<file path="config.mk">
export PLATFORM = sky130hd
export DESIGN_NAME = regfile_scoreboard_flat
export DESIGN_NICKNAME = d
export VERILOG_FILES = /design/src/rtl/rf_pkg.sv /design/src/rtl/regfile_scoreboard_if.sv /design/src/rtl/rf_scoreboard.sv /design/src/rtl/regfile_scoreboard.sv /design/src/flat_wrapper.sv
export SDC_FILE = /design/constraint.sdc
export NUM_CORES = 2
export LEC_CHECK = 0
export CAP_MARGIN = 20
export CORE_MARGIN = 2
export CORE_UTILIZATION = 60
export DETAILED_ROUTE_END_ITERATION = 6
export PLACE_DENSITY = 0.88
export SYNTH_ARGS = -nofsm -noshare
export SYNTH_HDL_FRONTEND = slang
export SYNTH_SLANG_ARGS = --single-unit
</file>
<file path="constraint.sdc">
create_clock -name Clk -period 3.25 [get_ports Clk]
set_input_delay 0.325 -clock Clk [delete_from_list [all_inputs] [get_ports Clk]]
set_output_delay 0.325 -clock Clk [all_outputs]
set_load 0.1 [all_outputs]
</file>
<file path="src/rtl/rf_pkg.sv">
// rf_pkg: shared register-file defaults and the zero-register address test
package rf_pkg;
  localparam int DEF_DATA_WIDTH = 64;
  localparam int DEF_ADDR_WIDTH = 5;
  localparam int DEF_ZERO_REG   = 31;
  function automatic logic zero_hit(input int addr, input bit has_zero, input int zero_reg);
    return has_zero && (addr == zero_reg);
  endfunction
endpackage

</file>
<file path="src/rtl/regfile_scoreboard_if.sv">
// regfile_scoreboard_if: decode/writeback bus into the register file and its scoreboard
interface regfile_scoreboard_if import rf_pkg::*; #(
  parameter int DATA_WIDTH = DEF_DATA_WIDTH,
  parameter int ADDR_WIDTH = DEF_ADDR_WIDTH
);
  logic [ADDR_WIDTH-1:0] RA, RB, RW, RD;
  logic [DATA_WIDTH-1:0] BusA, BusB, BusW;
  logic                  RegWr, Issue, UseA, UseB;
  logic                  ReadyA, ReadyB, Stall;
  logic [ADDR_WIDTH:0]   BusyCount;
  modport master (
    output RA, RB, RW, BusW, RegWr, Issue, RD, UseA, UseB,
    input  BusA, BusB, ReadyA, ReadyB, Stall, BusyCount
  );
  modport slave (
    input  RA, RB, RW, BusW, RegWr, Issue, RD, UseA, UseB,
    output BusA, BusB, ReadyA, ReadyB, Stall, BusyCount
  );
endinterface

</file>
<file path="src/rtl/rf_scoreboard.sv">
// rf_scoreboard: per-register busy bits, running busy count and operand readiness
module rf_scoreboard import rf_pkg::*; #(
  parameter int ADDR_WIDTH = DEF_ADDR_WIDTH,
  parameter bit HAS_ZERO   = 1'b1,
  parameter int ZERO_REG   = DEF_ZERO_REG,
  parameter bit BYPASS     = 1'b1
) (
  input  logic                  Clk,
  input  logic                  Resetb,
  input  logic [ADDR_WIDTH-1:0] i_ra,
  input  logic [ADDR_WIDTH-1:0] i_rb,
  input  logic [ADDR_WIDTH-1:0] i_rw,
  input  logic                  i_regwr,
  input  logic                  i_issue,
  input  logic [ADDR_WIDTH-1:0] i_rd,
  output logic                  o_ready_a,
  output logic                  o_ready_b,
  output logic [ADDR_WIDTH:0]   o_busy_count
);
  localparam int NREGS = 2**ADDR_WIDTH;
  localparam int CW    = ADDR_WIDTH + 1;
  logic [NREGS-1:0] r_busy;
  logic [CW-1:0]    r_count;
  logic             w_wr, w_iss, w_inc, w_dec;
  assign w_wr  = i_regwr && !zero_hit(int'(i_rw), HAS_ZERO, ZERO_REG);
  assign w_iss = i_issue && !zero_hit(int'(i_rd), HAS_ZERO, ZERO_REG);
  // A write clearing a bit that the same edge re-issues leaves it busy, so it must not decrement.
  assign w_inc = w_iss && !r_busy[i_rd];
  assign w_dec = w_wr && r_busy[i_rw] && !(w_iss && (i_rd == i_rw));
  always_ff @(negedge Clk or negedge Resetb)
    if (!Resetb) begin
      r_busy  <= '0;
      r_count <= '0;
    end else begin
      if (w_wr) r_busy[i_rw] <= 1'b0;
      if (w_iss) r_busy[i_rd] <= 1'b1;
      r_count <= r_count + CW'(w_inc) - CW'(w_dec);
    end
  assign o_ready_a = zero_hit(int'(i_ra), HAS_ZERO, ZERO_REG) || !r_busy[i_ra] ||
                     (BYPASS && i_regwr && (i_rw == i_ra));
  assign o_ready_b = zero_hit(int'(i_rb), HAS_ZERO, ZERO_REG) || !r_busy[i_rb] ||
                     (BYPASS && i_regwr && (i_rw == i_rb));
  assign o_busy_count = r_count;
endmodule

</file>
<file path="src/rtl/regfile_scoreboard.sv">
// regfile_scoreboard: 2R1W register file with zero register, write bypass and busy scoreboard
module regfile_scoreboard import rf_pkg::*; #(
  parameter int DATA_WIDTH = DEF_DATA_WIDTH,
  parameter int ADDR_WIDTH = DEF_ADDR_WIDTH,
  parameter bit HAS_ZERO   = 1'b1,
  parameter int ZERO_REG   = DEF_ZERO_REG,
  parameter bit BYPASS     = 1'b1
) (
  input logic Clk,
  input logic Resetb,
  regfile_scoreboard_if.slave rf
);
  localparam int NREGS = 2**ADDR_WIDTH;
  logic [DATA_WIDTH-1:0] r_regs [NREGS];
  logic                  w_wr, w_byp_a, w_byp_b, w_zero_a, w_zero_b;
  assign w_wr = rf.RegWr && !zero_hit(int'(rf.RW), HAS_ZERO, ZERO_REG);
  always_ff @(negedge Clk or negedge Resetb)
    if (!Resetb) begin
      for (int i = 0; i < NREGS; i++) r_regs[i] <= '0;
    end else if (w_wr) begin
      r_regs[rf.RW] <= rf.BusW;
    end
  assign w_zero_a = zero_hit(int'(rf.RA), HAS_ZERO, ZERO_REG);
  assign w_zero_b = zero_hit(int'(rf.RB), HAS_ZERO, ZERO_REG);
  assign w_byp_a  = BYPASS && rf.RegWr && (rf.RW == rf.RA);
  assign w_byp_b  = BYPASS && rf.RegWr && (rf.RW == rf.RB);
  // Zero register wins over bypass so XZR reads 0 even while being "written".
  assign rf.BusA = w_zero_a ? '0 : w_byp_a ? rf.BusW : r_regs[rf.RA];
  assign rf.BusB = w_zero_b ? '0 : w_byp_b ? rf.BusW : r_regs[rf.RB];
  rf_scoreboard #(
    .ADDR_WIDTH(ADDR_WIDTH),
    .HAS_ZERO  (HAS_ZERO),
    .ZERO_REG  (ZERO_REG),
    .BYPASS    (BYPASS)
  ) u_sb (
    .Clk         (Clk),
    .Resetb      (Resetb),
    .i_ra        (rf.RA),
    .i_rb        (rf.RB),
    .i_rw        (rf.RW),
    .i_regwr     (rf.RegWr),
    .i_issue     (rf.Issue),
    .i_rd        (rf.RD),
    .o_ready_a   (rf.ReadyA),
    .o_ready_b   (rf.ReadyB),
    .o_busy_count(rf.BusyCount)
  );
  assign rf.Stall = (rf.UseA && !rf.ReadyA) || (rf.UseB && !rf.ReadyB);
endmodule

</file>
<file path="src/flat_wrapper.sv">
// flat-port wrapper written by rule: the top's interface ports become plain ports
module regfile_scoreboard_flat import rf_pkg::*;
#(
  parameter int DATA_WIDTH = DEF_DATA_WIDTH,
  parameter int ADDR_WIDTH = DEF_ADDR_WIDTH,
  parameter bit HAS_ZERO   = 1'b1,
  parameter int ZERO_REG   = DEF_ZERO_REG,
  parameter bit BYPASS     = 1'b1
)
  (Clk, Resetb, rf_RA, rf_RB, rf_RW, rf_BusW, rf_RegWr, rf_Issue, rf_RD, rf_UseA, rf_UseB, rf_BusA, rf_BusB, rf_ReadyA, rf_ReadyB, rf_Stall, rf_BusyCount);
  regfile_scoreboard_if #(.DATA_WIDTH(DATA_WIDTH), .ADDR_WIDTH(ADDR_WIDTH)) rf_i ();
  input logic Clk;
  input logic Resetb;
  input wire logic [$bits(rf_i.RA)-1:0] rf_RA;
  input wire logic [$bits(rf_i.RB)-1:0] rf_RB;
  input wire logic [$bits(rf_i.RW)-1:0] rf_RW;
  input wire logic [$bits(rf_i.BusW)-1:0] rf_BusW;
  input wire logic [$bits(rf_i.RegWr)-1:0] rf_RegWr;
  input wire logic [$bits(rf_i.Issue)-1:0] rf_Issue;
  input wire logic [$bits(rf_i.RD)-1:0] rf_RD;
  input wire logic [$bits(rf_i.UseA)-1:0] rf_UseA;
  input wire logic [$bits(rf_i.UseB)-1:0] rf_UseB;
  output wire logic [$bits(rf_i.BusA)-1:0] rf_BusA;
  output wire logic [$bits(rf_i.BusB)-1:0] rf_BusB;
  output wire logic [$bits(rf_i.ReadyA)-1:0] rf_ReadyA;
  output wire logic [$bits(rf_i.ReadyB)-1:0] rf_ReadyB;
  output wire logic [$bits(rf_i.Stall)-1:0] rf_Stall;
  output wire logic [$bits(rf_i.BusyCount)-1:0] rf_BusyCount;
  assign rf_i.RA = rf_RA;
  assign rf_i.RB = rf_RB;
  assign rf_i.RW = rf_RW;
  assign rf_i.BusW = rf_BusW;
  assign rf_i.RegWr = rf_RegWr;
  assign rf_i.Issue = rf_Issue;
  assign rf_i.RD = rf_RD;
  assign rf_i.UseA = rf_UseA;
  assign rf_i.UseB = rf_UseB;
  assign rf_BusA = rf_i.BusA;
  assign rf_BusB = rf_i.BusB;
  assign rf_ReadyA = rf_i.ReadyA;
  assign rf_ReadyB = rf_i.ReadyB;
  assign rf_Stall = rf_i.Stall;
  assign rf_BusyCount = rf_i.BusyCount;
  regfile_scoreboard #(.DATA_WIDTH(DATA_WIDTH), .ADDR_WIDTH(ADDR_WIDTH), .HAS_ZERO(HAS_ZERO), .ZERO_REG(ZERO_REG), .BYPASS(BYPASS)) u_core (.Clk(Clk), .Resetb(Resetb), .rf(rf_i));
endmodule
</file>
==> flow_summary.toml, run 1 <==
[status]
haltStage = "5_1_grt"
error = "[ERROR GRT-0232] Routing congestion too high. Check the congestion heatmap in the GUI."
status = "aborted with a tool error"

[yosys]
synth.distinct_cells = 53
yosys.area.top_type = "dfrtn_1"
synth_edf_count = 0
synth.top_cell.area_share_pct = 46.6
synth_flop_cell = "dfrtn_1"
synth-async-reset-ratio_pct = 100
netlist_instances = 7834
synth_area_leaders = "dfrtn_1 47%, mux2_2 20%, mux4_2 15%"
synth_fp_nets = 7931
ys_warn_count = 0
seq_area_frac_synth_pct = 46.6
syn_area_um2 = 112000
avgSynthCellArea_um2 = 14.3
ys_seq_elements = 2086

[floorplan]
ioPinCount = 227
die_height_um = 436
die_x_um = 436
start_util_pct = 60.4
rows = 158

[global_route]
grt-ovfl-total = 289
antenna_found_initial = 95
groute.usage.overall_pct = 77.8
grt_max_degree = 100

[cts]
ctsHoldBuffers = 0
clockBufferDepth = 3
cts_root_buf = "clkbuf_16"
h-tree-depth = 4
clkSinkCount = 2086
cts_buffers = 213

[placement]
placed_area_um2 = 133000
gp_congestion = 0.907
io_buffers = 226
hpwl_mm = 247

[sta]
grt-worst-endpoint = "rf_BusB[0]"
endpoint_type = "top-level output"
through the flow:
stage | std cells | setup slack [ns] | utilization [%]
3_5_place_dp | 11100 | -2.02 | 71.9
4_1_cts | 11600 | -1.41 | 77.6
3_3_place_gp | 11100 | -2.02 | 71.9
2_1_floorplan | 7834 | -1.33 | -
Yosys cell counts, types with 2 or more instances:
cell       number
a2111oi_0      20
a211oi_1       47
a21boi_0       58
a21boi_1        5
a21o_1          2
a21oi_1       196
a221oi_1       65
a22o_1         79
a311oi_1        3
a31oi_1         4
a32o_1         70
buf_1          24
buf_2         343
buf_4          36
buf_6           4
clkbuf_1      517
dfrtn_1      2086
ha_1            6
inv_1          15
mux2_2       1984
mux2i_1       840
mux4_2        732
nand2_1        28
nand2b_1        3
nand3_1        11
nand3b_1        6
nor2_1         49
nor2_2         15
nor2b_1        10
nor3_1          5
nor3b_1         7
o21ai_0       263
o21ai_1        20
o221ai_1      196
o22ai_1        45
o31ai_1         4
or3_1           2
xnor2_1        13
xor2_1          7
repair_timing:
action / CTS
pin swaps: 248
gates cloned: 11
setup buffers: 97
resized for setup: 646
endpoints found under the setup margin: 2130
per-layer routing:
layer  GRT usage [%]  GRT overflow
met1            75.1            36
met2            86.7           111
met3            74.1            22
met4            74.9           116
met5            61.2             4
cells by family after synthesis:
logic type / share of synthesized area (%)
xor+xnor: 0.156
compound gates: 6.69
flops: 46.6
buf+inv: 3.68
simple gates: 0.638
mux: 42.2
fa+ha+maj: 0.0849
==> run 2: changes to the inputs <==
--- a/config.mk
+++ b/config.mk
@@ -7,9 +7,9 @@
 export LEC_CHECK = 0
 export CAP_MARGIN = 20
 export CORE_MARGIN = 2
-export CORE_UTILIZATION = 60
+export CORE_UTILIZATION = 40
 export DETAILED_ROUTE_END_ITERATION = 6
-export PLACE_DENSITY = 0.88
+export PLACE_DENSITY_LB_ADDON = 0.15
 export SYNTH_ARGS = -nofsm -noshare
 export SYNTH_HDL_FRONTEND = slang
 export SYNTH_SLANG_ARGS = --single-unit
==> run 2 against run 1 <==
Effect of this change: synthesized cell count unchanged; area after synthesis unchanged; the flow now finishes, with violations (setup timing).
==> flow_summary.toml, run 2 <==
[route]
dr.first_iter.drc_count = 6137
via_per_inst = 6.09
dr.pass1.iters = 5
num_vias = 79600
ant_nets = 0
wire_per_inst_um = 31.2
wl_mm = 409
route.detailed.drc = 0

[floorplan]
die_x_um = 533
core-area_um2 = 279000
rows = 194
start_util_pct = 40.2
die_area_um2 = 284000
die_height_um = 533
ioPinCount = 227

[worst_setup_path]
worstPathCellList = "mux4_2, a22o_1, a311oi_2, nor3b_4, a32o_4, buf_12"
end_kind = "output pin"
start_kind = "flip-flop"
critPathRequiredTime_ns = 2.92
path_buf_inv = 1
cp_top_family = "compound AO/OA/AOI/OAI gates"
critPathKind = "flip-flop to output pin"
reg2reg_depth = 15
cp_max_fo = 3
cp.arrival_ns = 4.44
cp.depth = 6
slowest_stage = "mux4_2"
critPathMaxStageDelay_ns = 0.48

[status]
status = "finished, violations left"
violations = "setup timing"

[cts]
cts_buffers = 240
clk_pin_slew_ns = 0.04
clockBufferDepth = 4
cts_tree = "built"
clkLatencyLatePin_ns = 0.85
h-tree-depth = 4
ctsHoldBuffers = 0
clkSinkCount = 2086
cts_root_buf = "clkbuf_16"

[placement]
gp_congestion = 0.846
io_buffers = 226
dp_cells = 12600
post-place-ws_ns = -2.08
hpwl_mm = 265
placed_area_um2 = 137000

[yosys]
synth.top_cell.area_share_pct = 46.6
avgSynthCellArea_um2 = 14.3
synth_area_leaders = "dfrtn_1 47%, mux2_2 20%, mux4_2 15%"
synth_edf_count = 0
netlist_instances = 7834
synth.most_common_cell = "dfrtn_1"
synth_fp_nets = 7931
synth-async-reset-ratio_pct = 100
synth_commonest_cells = "2086 x dfrtn_1, 1984 x mux2_2, 840 x mux2i_1"
syn_area_um2 = 112000
yosys.area.top_type = "dfrtn_1"
seq_area_frac_synth_pct = 46.6
ys_warn_count = 0
synth.distinct_cells = 53
synth_flop_cell = "dfrtn_1"
ys_seq_elements = 2086

[sta]
fin_skew_ns = 0.00633
finalHoldViolations = 0
worst_slack_ns = -1.52
relSlewSlack_pct = 42.4
worst_pin_slew_ns = 0.862
rsz0062_at_grt = "yes"
maxSlewViolCount = 0
whs_ns = 0.345
setup_viol = 192

[cells_and_area]
syn2layout_area_growth_pct = 32.3
top_register = "u_core.r_regs"
mostFrequentLayoutCells = "2086 x dfrtn_1, 1556 x mux2_2, 1286 x buf_4"
design_area_um2 = 148000
drive_gt1_share_pct = 60.0
largest_reg_flops = 2048
fin_nets = 9258
stdcell_count = 13100
mostFrequentLayoutCell = "dfrtn_1"

[global_route]
grt_max_degree = 82
grt_pass1_vias = 85500
grt_util_met3_pct = 4.42
groute.usage.overall_pct = 28.4
grt_use_met1_pct = 40.8
top_usage_layer = "met2"
grt_use_met2_pct = 44.3
antenna_found_initial = 6
grt_pass1_wl_mm = 601
grt-ovfl-total = 0

[power_and_ir_drop]
ir_drop_v = 0.000444
powerDensity_nw_per_um2 = 595
power.total_uw = 88100
p_leak_uw = 0.0665

[worst_hold_path]
hp-class = "flip-flop to flip-flop"
min_path_cells = 0

[flow_run]
drv_cap = 0
[run 2: area by class of cell]
class                      count  area (um^2)
antenna                        2         5.00
clock buffer                 359         7200
clock inverter                78          845
fill                       22900       131000
inverter                      15         68.8
multi-input combinational   4809        60800
sequential                  2086        52200
tap                         3724         4660
timing repair buffer        2009        22400
[run 2: power by group]
part | internal, uW | switching (uW) | total, uW
clock network | 16300 | 11600 | 27900
logic | 14400 | 10900 | 25300
registers | 31500 | 3440 | 34900
[run 2: metal layers]
| layer | vias to the layer above | wire (um) |
|---|---|---|
| met2 | 2596 | 188000 |
| met1 | 43300 | 185000 |
| met5 | - | 13 |
| met4 | 2 | 12100 |
| met3 | 653 | 24200 |
| li1 | 33000 | - |
[run 2: final timing paths]
| path | start | slack, ns | end |
|---|---|---|---|
| min in group asynchronous | Resetb | 0.85 | u_core.r_regs[1710] |
| hold reg to reg | u_core.r_regs[11] | 0.35 | u_core.r_regs[11] |
| setup reg to reg | u_core.u_sb.r_busy[11] | 0.02 | u_core.u_sb.o_busy_count[4] |
| hold / removal | u_core.r_regs[11] | 0.35 | u_core.r_regs[11] |
| setup / recovery | u_core.u_sb.r_busy[20] | -1.52 | rf_Stall |
| max in group asynchronous | Resetb | 1.30 | u_core.r_regs[1295] |
[run 2: cells by family after synthesis]
| family | count (synthesis) | share of synthesized area (%) |
|---|---|---|
| compound gates | 1082 | 6.69 |
| xor+xnor | 20 | 0.156 |
| fa+ha+maj | 7 | 0.0849 |
| buf+inv | 939 | 3.68 |
| flops | 2086 | 46.6 |
| mux | 3556 | 42.2 |
| simple gates | 144 | 0.638 |
[run 2: what timing repair did]
item	CTS	global route
hold endpoints to repair	0	0
setup endpoints to repair	2042	208
resized for setup	583	195
setup buffers	57	41
cloned	3	7
pin swaps	214	138
[run 2: worst register-to-register path, cell delays in order (launching register included)]
cell and delay (ns):
dfrtn_1 0.38, buf_4 0.15, buf_4 0.14, mux4_2 0.48
a221oi_2 0.29, a31oi_1 0.07, or3_4 0.36, ha_4 0.26
inv_4 0.05, ha_4 0.13, inv_2 0.04, fa_2 0.35
inv_2 0.06, a21o_1 0.13, a21oi_2 0.06, xnor2_1 0.12
[run 2: metrics by stage]
step / TNS [ns] / utilization [%]
global placement: -2212.80 / 49.0
floorplan: -468.40 / -
CTS: -176.05 / 52.7
finish: -171.18 / 53.1
global route: -180.98 / 53.1
detailed placement: -2275.10 / 49.0
Note: power is estimated with default switching activity, not from simulation.
